### config.mk
export PLATFORM = sky130hd
export DESIGN_NAME = pipe_hazard_ctrl
export DESIGN_NICKNAME = d
export VERILOG_FILES = /design/src/rtl/pipe_ctrl_pkg.sv /design/src/rtl/hazard_detect.sv /design/src/rtl/pipe_hazard_ctrl.sv
export SDC_FILE = /design/constraint.sdc
export NUM_CORES = 1
export LEC_CHECK = 0
export BUFFER_PORTS_ARGS = -buffer_cell sky130_fd_sc_hd__buf_4
export CAP_MARGIN = 5
export CORE_MARGIN = 2
export CORE_UTILIZATION = 35
export DETAILED_ROUTE_END_ITERATION = 7
export GPL_TIMING_DRIVEN = 0
export PLACE_DENSITY = 0.77
export SKIP_LAST_GASP = 1
export SYNTH_ARGS = -nofsm -noshare
export SYNTH_HDL_FRONTEND = slang
export SYNTH_SLANG_ARGS = --single-unit
### constraint.sdc
create_clock -name clk -period 1.3 [get_ports clk]
set_input_delay 0.065 -clock clk [delete_from_list [all_inputs] [get_ports clk]]
set_output_delay 0.065 -clock clk [all_outputs]
set_load 0.02 [all_outputs]
### src/rtl/pipe_ctrl_pkg.sv
// rtl/pipe_ctrl_pkg.sv - shared types and constants for the pipeline hazard controller
package pipe_ctrl_pkg;

    typedef enum logic [1:0] {
        ST_RUN   = 2'd0,
        ST_MWAIT = 2'd1,
        ST_RSV2  = 2'd2,
        ST_RSV3  = 2'd3
    } pipe_state_t;

    // Zero register: a load targeting it never creates a real dependency
    localparam logic [4:0] XZR_IDX = 5'd31;

    localparam int WAIT_MAX_DEFAULT = 15;

endpackage

### src/rtl/hazard_detect.sv
// rtl/hazard_detect.sv - combinational load-use dependency comparator
module hazard_detect
    import pipe_ctrl_pkg::*;
(
    input  logic       MemRead_ex,
    input  logic [4:0] Rd_ex,
    input  logic [4:0] Rn_id,
    input  logic [4:0] Rm_id,
    input  logic       uses_Rm_id,
    output logic       load_use
);

    // A load in EX feeds a source register of the instruction in ID
    always_comb begin
        load_use = MemRead_ex && (Rd_ex != XZR_IDX) &&
                   ((Rd_ex == Rn_id) || (uses_Rm_id && (Rd_ex == Rm_id)));
    end

endmodule

### src/rtl/pipe_hazard_ctrl.sv
// rtl/pipe_hazard_ctrl.sv - stall/flush controller; HAZ_PERF_CNT_EN adds stall/flush counters
module pipe_hazard_ctrl
    import pipe_ctrl_pkg::*;
#(
    parameter int WAIT_MAX = WAIT_MAX_DEFAULT
) (
    input  logic        clk,
    input  logic        reset,
    input  logic        MemRead_ex,
    input  logic [4:0]  Rd_ex,
    input  logic [4:0]  Rn_id,
    input  logic [4:0]  Rm_id,
    input  logic        uses_Rm_id,
    input  logic        BrTaken_mem,
    input  logic        dm_req_mem,
    input  logic        dm_ready,
    output logic        pc_en,
    output logic        en_if_id,
    output logic        en_id_ex,
    output logic        en_ex_mem,
    output logic        en_mem_wb,
    output logic        flush_if_id,
    output logic        flush_id_ex,
    output logic        flush_ex_mem,
    output logic [1:0]  state,
`ifdef HAZ_PERF_CNT_EN
    output logic [31:0] stall_cnt,
    output logic [31:0] flush_cnt,
`endif
    output logic        mem_timeout
);

    localparam int CW = $clog2(WAIT_MAX + 1);
    localparam logic [CW-1:0] CNT_LAST = CW'(WAIT_MAX - 1);

    pipe_state_t   state_q;
    pipe_state_t   state_nxt;
    logic [CW-1:0] wait_cnt;
    logic [CW-1:0] wait_cnt_nxt;
    logic          timeout_set;
    logic          freeze_all;
    logic          use_eval;
    logic          load_use;

    hazard_detect u_hazard_detect (
        .MemRead_ex (MemRead_ex),
        .Rd_ex      (Rd_ex),
        .Rn_id      (Rn_id),
        .Rm_id      (Rm_id),
        .uses_Rm_id (uses_Rm_id),
        .load_use   (load_use)
    );

    assign state = state_q;

    // FSM state and wait counter registers
    always_ff @(posedge clk or negedge reset) begin
        if (!reset) begin
            state_q  <= ST_RUN;
            wait_cnt <= '0;
        end else begin
            state_q  <= state_nxt;
            wait_cnt <= wait_cnt_nxt;
        end
    end

    // Sticky timeout flag, only cleared by reset
    always_ff @(posedge clk or negedge reset) begin
        if (!reset) begin
            mem_timeout <= 1'b0;
        end else if (timeout_set) begin
            mem_timeout <= 1'b1;
        end
    end

    // Next-state decode: memory freeze, wait bookkeeping and timeout release
    always_comb begin
        state_nxt    = ST_RUN;
        wait_cnt_nxt = wait_cnt;
        timeout_set  = 1'b0;
        freeze_all   = 1'b0;
        use_eval     = 1'b1;
        case (state_q)
            ST_RUN: begin
                if (dm_req_mem && !dm_ready) begin
                    freeze_all   = 1'b1;
                    use_eval     = 1'b0;
                    state_nxt    = ST_MWAIT;
                    wait_cnt_nxt = '0;
                end
            end
            ST_MWAIT: begin
                if (dm_ready) begin
                    state_nxt = ST_RUN;
                end else if (wait_cnt == CNT_LAST) begin
                    // Give up on the access: record it and let the pipe move
                    timeout_set = 1'b1;
                    use_eval    = 1'b0;
                    state_nxt   = ST_RUN;
                end else begin
                    freeze_all   = 1'b1;
                    use_eval     = 1'b0;
                    state_nxt    = ST_MWAIT;
                    wait_cnt_nxt = wait_cnt + 1'b1;
                end
            end
            default: begin
                state_nxt = ST_RUN;
            end
        endcase
    end

    // Output decode: freeze beats branch flush, branch flush beats load-use stall
    always_comb begin
        pc_en        = 1'b1;
        en_if_id     = 1'b1;
        en_id_ex     = 1'b1;
        en_ex_mem    = 1'b1;
        en_mem_wb    = 1'b1;
        flush_if_id  = 1'b0;
        flush_id_ex  = 1'b0;
        flush_ex_mem = 1'b0;
        if (freeze_all) begin
            pc_en     = 1'b0;
            en_if_id  = 1'b0;
            en_id_ex  = 1'b0;
            en_ex_mem = 1'b0;
            en_mem_wb = 1'b0;
        end else if (use_eval) begin
            if (BrTaken_mem) begin
                flush_if_id  = 1'b1;
                flush_id_ex  = 1'b1;
                flush_ex_mem = 1'b1;
            end else if (load_use) begin
                pc_en       = 1'b0;
                en_if_id    = 1'b0;
                flush_id_ex = 1'b1;
            end
        end
    end

`ifdef HAZ_PERF_CNT_EN
    // Saturating event counters for stall and flush cycles
    always_ff @(posedge clk or negedge reset) begin
        if (!reset) begin
            stall_cnt <= '0;
            flush_cnt <= '0;
        end else begin
            if (!pc_en && (stall_cnt != '1)) begin
                stall_cnt <= stall_cnt + 32'd1;
            end
            if (flush_if_id && (flush_cnt != '1)) begin
                flush_cnt <= flush_cnt + 32'd1;
            end
        end
    end
`endif

endmodule

---- After elaboration in Yosys (flattened, before gate mapping) ----
Index checks and enable logic that the tools add are counted.
W data, S select, Z words.
word-level totals
  flip-flop bits (word level) ............. 7
  word-level logic and storage cells ...... 51
operators by class
  eq/ne operators ......................... 8
  reductions and logical operators ........ 9
  $add $sub $neg .......................... 1
  multiplexer cells ....................... 30
operator list
  cell                   number
  $mux W1                23
  $mux W4                3
  $eq A5 B5 Y1           2
  $pmux W4 S2            1
  $ne A2 B2 Y1 const B   3
  $ne A5 B5 Y1 const B   1
  $add A4 B1 Y4 const B  1
  $eq A4 B4 Y1 const B   1
  $logic_and A1 B1 Y1    4
  $pmux W1 S2            2
  $pmux W2 S2            1
  $reduce_and A4 Y1      1
  $eq A2 B1 Y1 const B   1
  $logic_not A2 Y1       1
  $reduce_bool A2 Y1     1
  $logic_not A1 Y1       1
  $logic_or A1 B1 Y1     1

---- Depth between registers and ports, before layout ----
  depth after elaboration ................. 8
  depth in mapped cells ................... 6
  gate-level depth less buffers ........... 6

---- Cells and area by module ----
A second synthesis with hierarchy kept.
unflattened totals
  cells, all modules ...................... 55
  area total of the unflattened synthesis .. 506.7 µm²
modules (own cells, without submodules)
  module            seq. area each (µm²)  area an instance (µm²)  instances  cells an instance
  pipe_hazard_ctrl  150.1                 379.1                   1          37
  hazard_detect     0.0                   127.6                   1          18

---- Least setup slack after synthesis ----
Ideal clock, no wire load.
  kind .................................... reg2out
  start ................................... reg wait_cnt[0]
  end ..................................... out pc_en
  cell stages (with the launch flop) ...... 7
  path buffers ............................ 1
  slack ................................... -373 ps
  data required time ...................... 1,235 ps
  arrival ................................. 1,608 ps
  cell sequence ........................... dfrtp_1 inv_1 ha_1 and3_4 a21oi_1 a41oi_1 buf_4
on the way
  longest elaborated chain between the ends .. 5
ends and longest elaborated chain
  what                      RTL line                source
  start: declaration        pipe_hazard_ctrl.sv:38  logic [CW-1:0] wait_cnt;
  start signal: assignment  pipe_hazard_ctrl.sv:63  wait_cnt <= wait_cnt_nxt;
  $eq A4 B4 Y1              pipe_hazard_ctrl.sv:95  end else if (wait_cnt == CNT_LAST) begin
  $mux W1                   pipe_hazard_ctrl.sv:95
  $mux W1                   pipe_hazard_ctrl.sv:93  if (dm_ready) begin
  $pmux W1 S2               pipe_hazard_ctrl.sv:83  case (state_q)
  via freeze_all            pipe_hazard_ctrl.sv:41  logic freeze_all;
  $mux W1                   --
  end: declaration          pipe_hazard_ctrl.sv:17  output logic pc_en,
The timed path passes the listed nets, and every way through them passes these cells.

---- Final worst setup path ----
  start ................................... reg wait_cnt[0]
  end ..................................... out pc_en
on the way
  longest elaborated chain between the ends .. 5
ends and longest elaborated chain
  what            RTL line                 source
  $eq A4 B4 Y1    pipe_hazard_ctrl.sv:95
  $mux W1         pipe_hazard_ctrl.sv:95
  $mux W1         pipe_hazard_ctrl.sv:93
  $pmux W1 S2     pipe_hazard_ctrl.sv:83
  via freeze_all  pipe_hazard_ctrl.sv:41
  $mux W1         pipe_hazard_ctrl.sv:123  if (freeze_all) begin
The timed path passes the listed nets, and every way through them passes these cells.

==> flow_metrics.env <==
export IMPL_dieWidth_um=42.7
export IMPL_cp_arrival_ps=1560
export IMPL_violations="setup timing"
export IMPL_seqPwrFrac=0.306
export IMPL_fin_tns_setup_ps=-1880
export IMPL_ys_ff_latch=6
export IMPL_htreeDepth=1
export IMPL_switching_share=0.322
export IMPL_powerDensity_nw_per_um2=849
export IMPL_synth_top_family_by_area="compound AO/OA/AOI/OAI gates"
export IMPL_synth_cells=59
export IMPL_cell_internal_pwr_mw=0.567
export IMPL_dieArea_um2=1820
export IMPL_synth_flop_cell="dfrtp_1"
export IMPL_core_um2=1350
export IMPL_synthArstFlopShare=1.00
export IMPL_grt_pass1_vias=575
export IMPL_yosysMostFrequentCell="xnor2_1"
export IMPL_area_delta_synth_final_pct=88.1
export IMPL_pwr_share_comb=0.476
export IMPL_end_kind="output port"
export IMPL_yosysTopAreaCellShare=0.286
export IMPL_clock_path_buffers=2
export IMPL_numCtsBuffers=3
export IMPL_min_path_type="input pin to flop"
export IMPL_nFillCells=106
export IMPL_synth_cells_most_frequent="10 x xnor2_1, 7 x nand2_1, 6 x dfrtp_1"
export IMPL_drt_iter0_drc=16
export IMPL_nets=131
export IMPL_timing_final_crit_share=1.25
export IMPL_grt_overflow_total=0
export IMPL_cp_cell_sequence="inv_1 > ha_2 > and3_4 > a21oi_4 > a41oi_4 > buf_6 > buf_6"
export IMPL_rsz0062_at_grt="true"
export IMPL_yosys_area_share_adder=0.0477
export IMPL_ios=33
export IMPL_finClkSkew_ps=7.63
export IMPL_dp_hpwl_mm=1.07
export IMPL_clk_pin_slew_worst_paths_ps=50
export IMPL_path_class="flop to output port"
export IMPL_place_congestion=0.739
export IMPL_viasPerCell=4.95
export IMPL_maxCapViolations=0
export IMPL_dr_pass1_iters=4
export IMPL_hold_viol=0
export IMPL_synth_net_count=83
export IMPL_cts_tree="yes"
export IMPL_leakagePower_nw=0.466
export IMPL_vias=599
export IMPL_root_buffer="clkbuf_4"
export IMPL_total_power_mw=0.837
export IMPL_setup_viol=11
export IMPL_gr_usage_all_layers=0.179
export IMPL_rows=13
export IMPL_place_port_buffers=31
export IMPL_maxSlewViolCount=0
export IMPL_grt_max_degree=8
export IMPL_clockPowerShare=0.218
export IMPL_drtAntennaViolNets=0
export IMPL_avgSynthCellArea_um2=8.89
export IMPL_synth_edf_count=0
export IMPL_yosys_area_share_simple=0.189
export IMPL_route_detailed_drc=0
export IMPL_die_h_um=42.7
export IMPL_antenna_cells=0
export IMPL_clock_latency_ps=240
export IMPL_ir_worst_vdd_v=0.000553
export IMPL_synth_compound_area_frac=0.217
export IMPL_antenna_found_initial=0
export IMPL_drive_gt1_frac=0.594
export IMPL_grt_pass1_wl_mm=2.50
export IMPL_ys_seq_area_frac=0.286
export IMPL_max_stage_delay_ps=380
export IMPL_worst_path_max_delay_cell="dfrtp_1"
export IMPL_routed_wl_mm=1.57
export IMPL_yosys_cell_types_count=26
export IMPL_synth_xor_area_frac=0.167
export IMPL_synthMuxAreaShare=0
export IMPL_cp_common_cell="buf_6"
export IMPL_numClockSinks=6
export IMPL_crit_required_ps=1240
export IMPL_ys_warnings_count=0
export IMPL_synth_area_leaders="dfrtp_1 29%, xnor2_1 17%, buf_4 7.2%, a22o_2 5.7%, nand2_1 5.0%"
export IMPL_timing_final_crit_period_ps=1630
export IMPL_fmax_mhz=615
export IMPL_p_switching_mw=0.270
export IMPL_hold_ws_ps=50.8
export IMPL_wl_per_cell_um=13.0
export IMPL_syn_area_um2=524
export IMPL_start_kind="flop"
export IMPL_post_route_util=0.730
export IMPL_worstPathMaxFanout=3
export IMPL_setup_ws_ps=-326
export IMPL_run_status="complete, but fails checks"
export IMPL_start_util=0.388
export IMPL_yosys_area_top_type="dfrtp_1"
area by class of cell:
| type | count | area, µm² | area share |
|---|---|---|---|
| sequential | 6 | 151 | 0.154 |
| tap | 15 | 18.8 | 0.0190 |
| timing repair buffer | 43 | 355 | 0.360 |
| inverter | 2 | 7.51 | 0.00761 |
| buffer | 5 | 52.6 | 0.0533 |
| clock buffer | 4 | 26.3 | 0.0266 |
| multi-input combinational | 46 | 374 | 0.379 |
routing by layer:
metal | part of all wire | up-vias | routed length, µm | GRT usage
met4 | 0.011 | 0 | 18 | 0.0813
met3 | 0.046 | 2 | 72 | 0.0213
met2 | 0.53 | 19 | 824 | 0.291
met1 | 0.42 | 278 | 651 | 0.235
li1 | - | 300 | - | -
met5 | 0 | - | 0 | 0
critical path: cells and delay by family, from the launching register on:
family	cells	cell delay (ps)
fa+ha+maj	1	170
buf+inv	3	280
flops	1	380
simple gates	1	200
compound gates	2	270
per-stage QoR:
stage	area, µm²	std cells	setup WS [ps]
after floorplan	572	59	-112
after global placement	823	105	-170
after detailed placement	823	105	-177
after CTS	965	119	-315
after global routing	986	121	-390
final	986	121	-326
kinds of logic (layout without fill, tap and decap cells):
logic type      Yosys count  count (layout)
simple gates             18              18
flops                     6               6
compound gates           15              15
fa+ha+maj                 2               2
buf+inv                   7              54
other cells               1               1
xor+xnor                 10              10
power by group through the flow:
stage / registers, mW / logic, mW / clock network [mW]
final: 0.256 / 0.399 / 0.182
after detailed placement: 0.271 / 0.291 / 0
after global routing: 0.261 / 0.432 / 0.210
after floorplan: 0.265 / 0.168 / 0
after CTS: 0.255 / 0.368 / 0.185
after global placement: 0.270 / 0.285 / 0
flip-flops by register name, summed over array words and instances (netlist names):
name         count
state            1
mem_timeout      1
wait_cnt         4
cells in the final DEF (no fill, tap or decap), types with 3 or more instances in the layout:
| cell | Yosys | layout |
|---|---|---|
| a22o_2 | 3 | 3 |
| buf_4 | 5 | 35 |
| buf_6 | 0 | 12 |
| clkbuf_4 | 0 | 3 |
| dfrtp_1 | 6 | 5 |
| nand2_1 | 7 | 6 |
| nand3_1 | 4 | 4 |
| o21ai_1 | 1 | 3 |
| xnor2_1 | 10 | 10 |
path summary, 6_finish.rpt:
path,from,end,slack (ps),depth (start not counted)
worst max register to register,wait_cnt[1],wait_cnt[3],-140,6
min in group asynchronous,reset,wait_cnt[1],150,2
worst min register to register,mem_timeout,mem_timeout,470,1
worst max-delay path,wait_cnt[0],pc_en,-330,7
worst min-delay path,dm_ready,mem_timeout,50,2
max in group asynchronous,reset,state[0],1030,2
timing repair:
action / in CTS / in global routing
resized for setup: 11 / 4
pin swaps: 5 / 1
endpoints found under the setup margin: 11 / 12
hold endpoints to repair: 6 / 0
hold buffers: 1 / 0
buffers inserted: 9 / 2
Power figures use the tool's default switching activity.
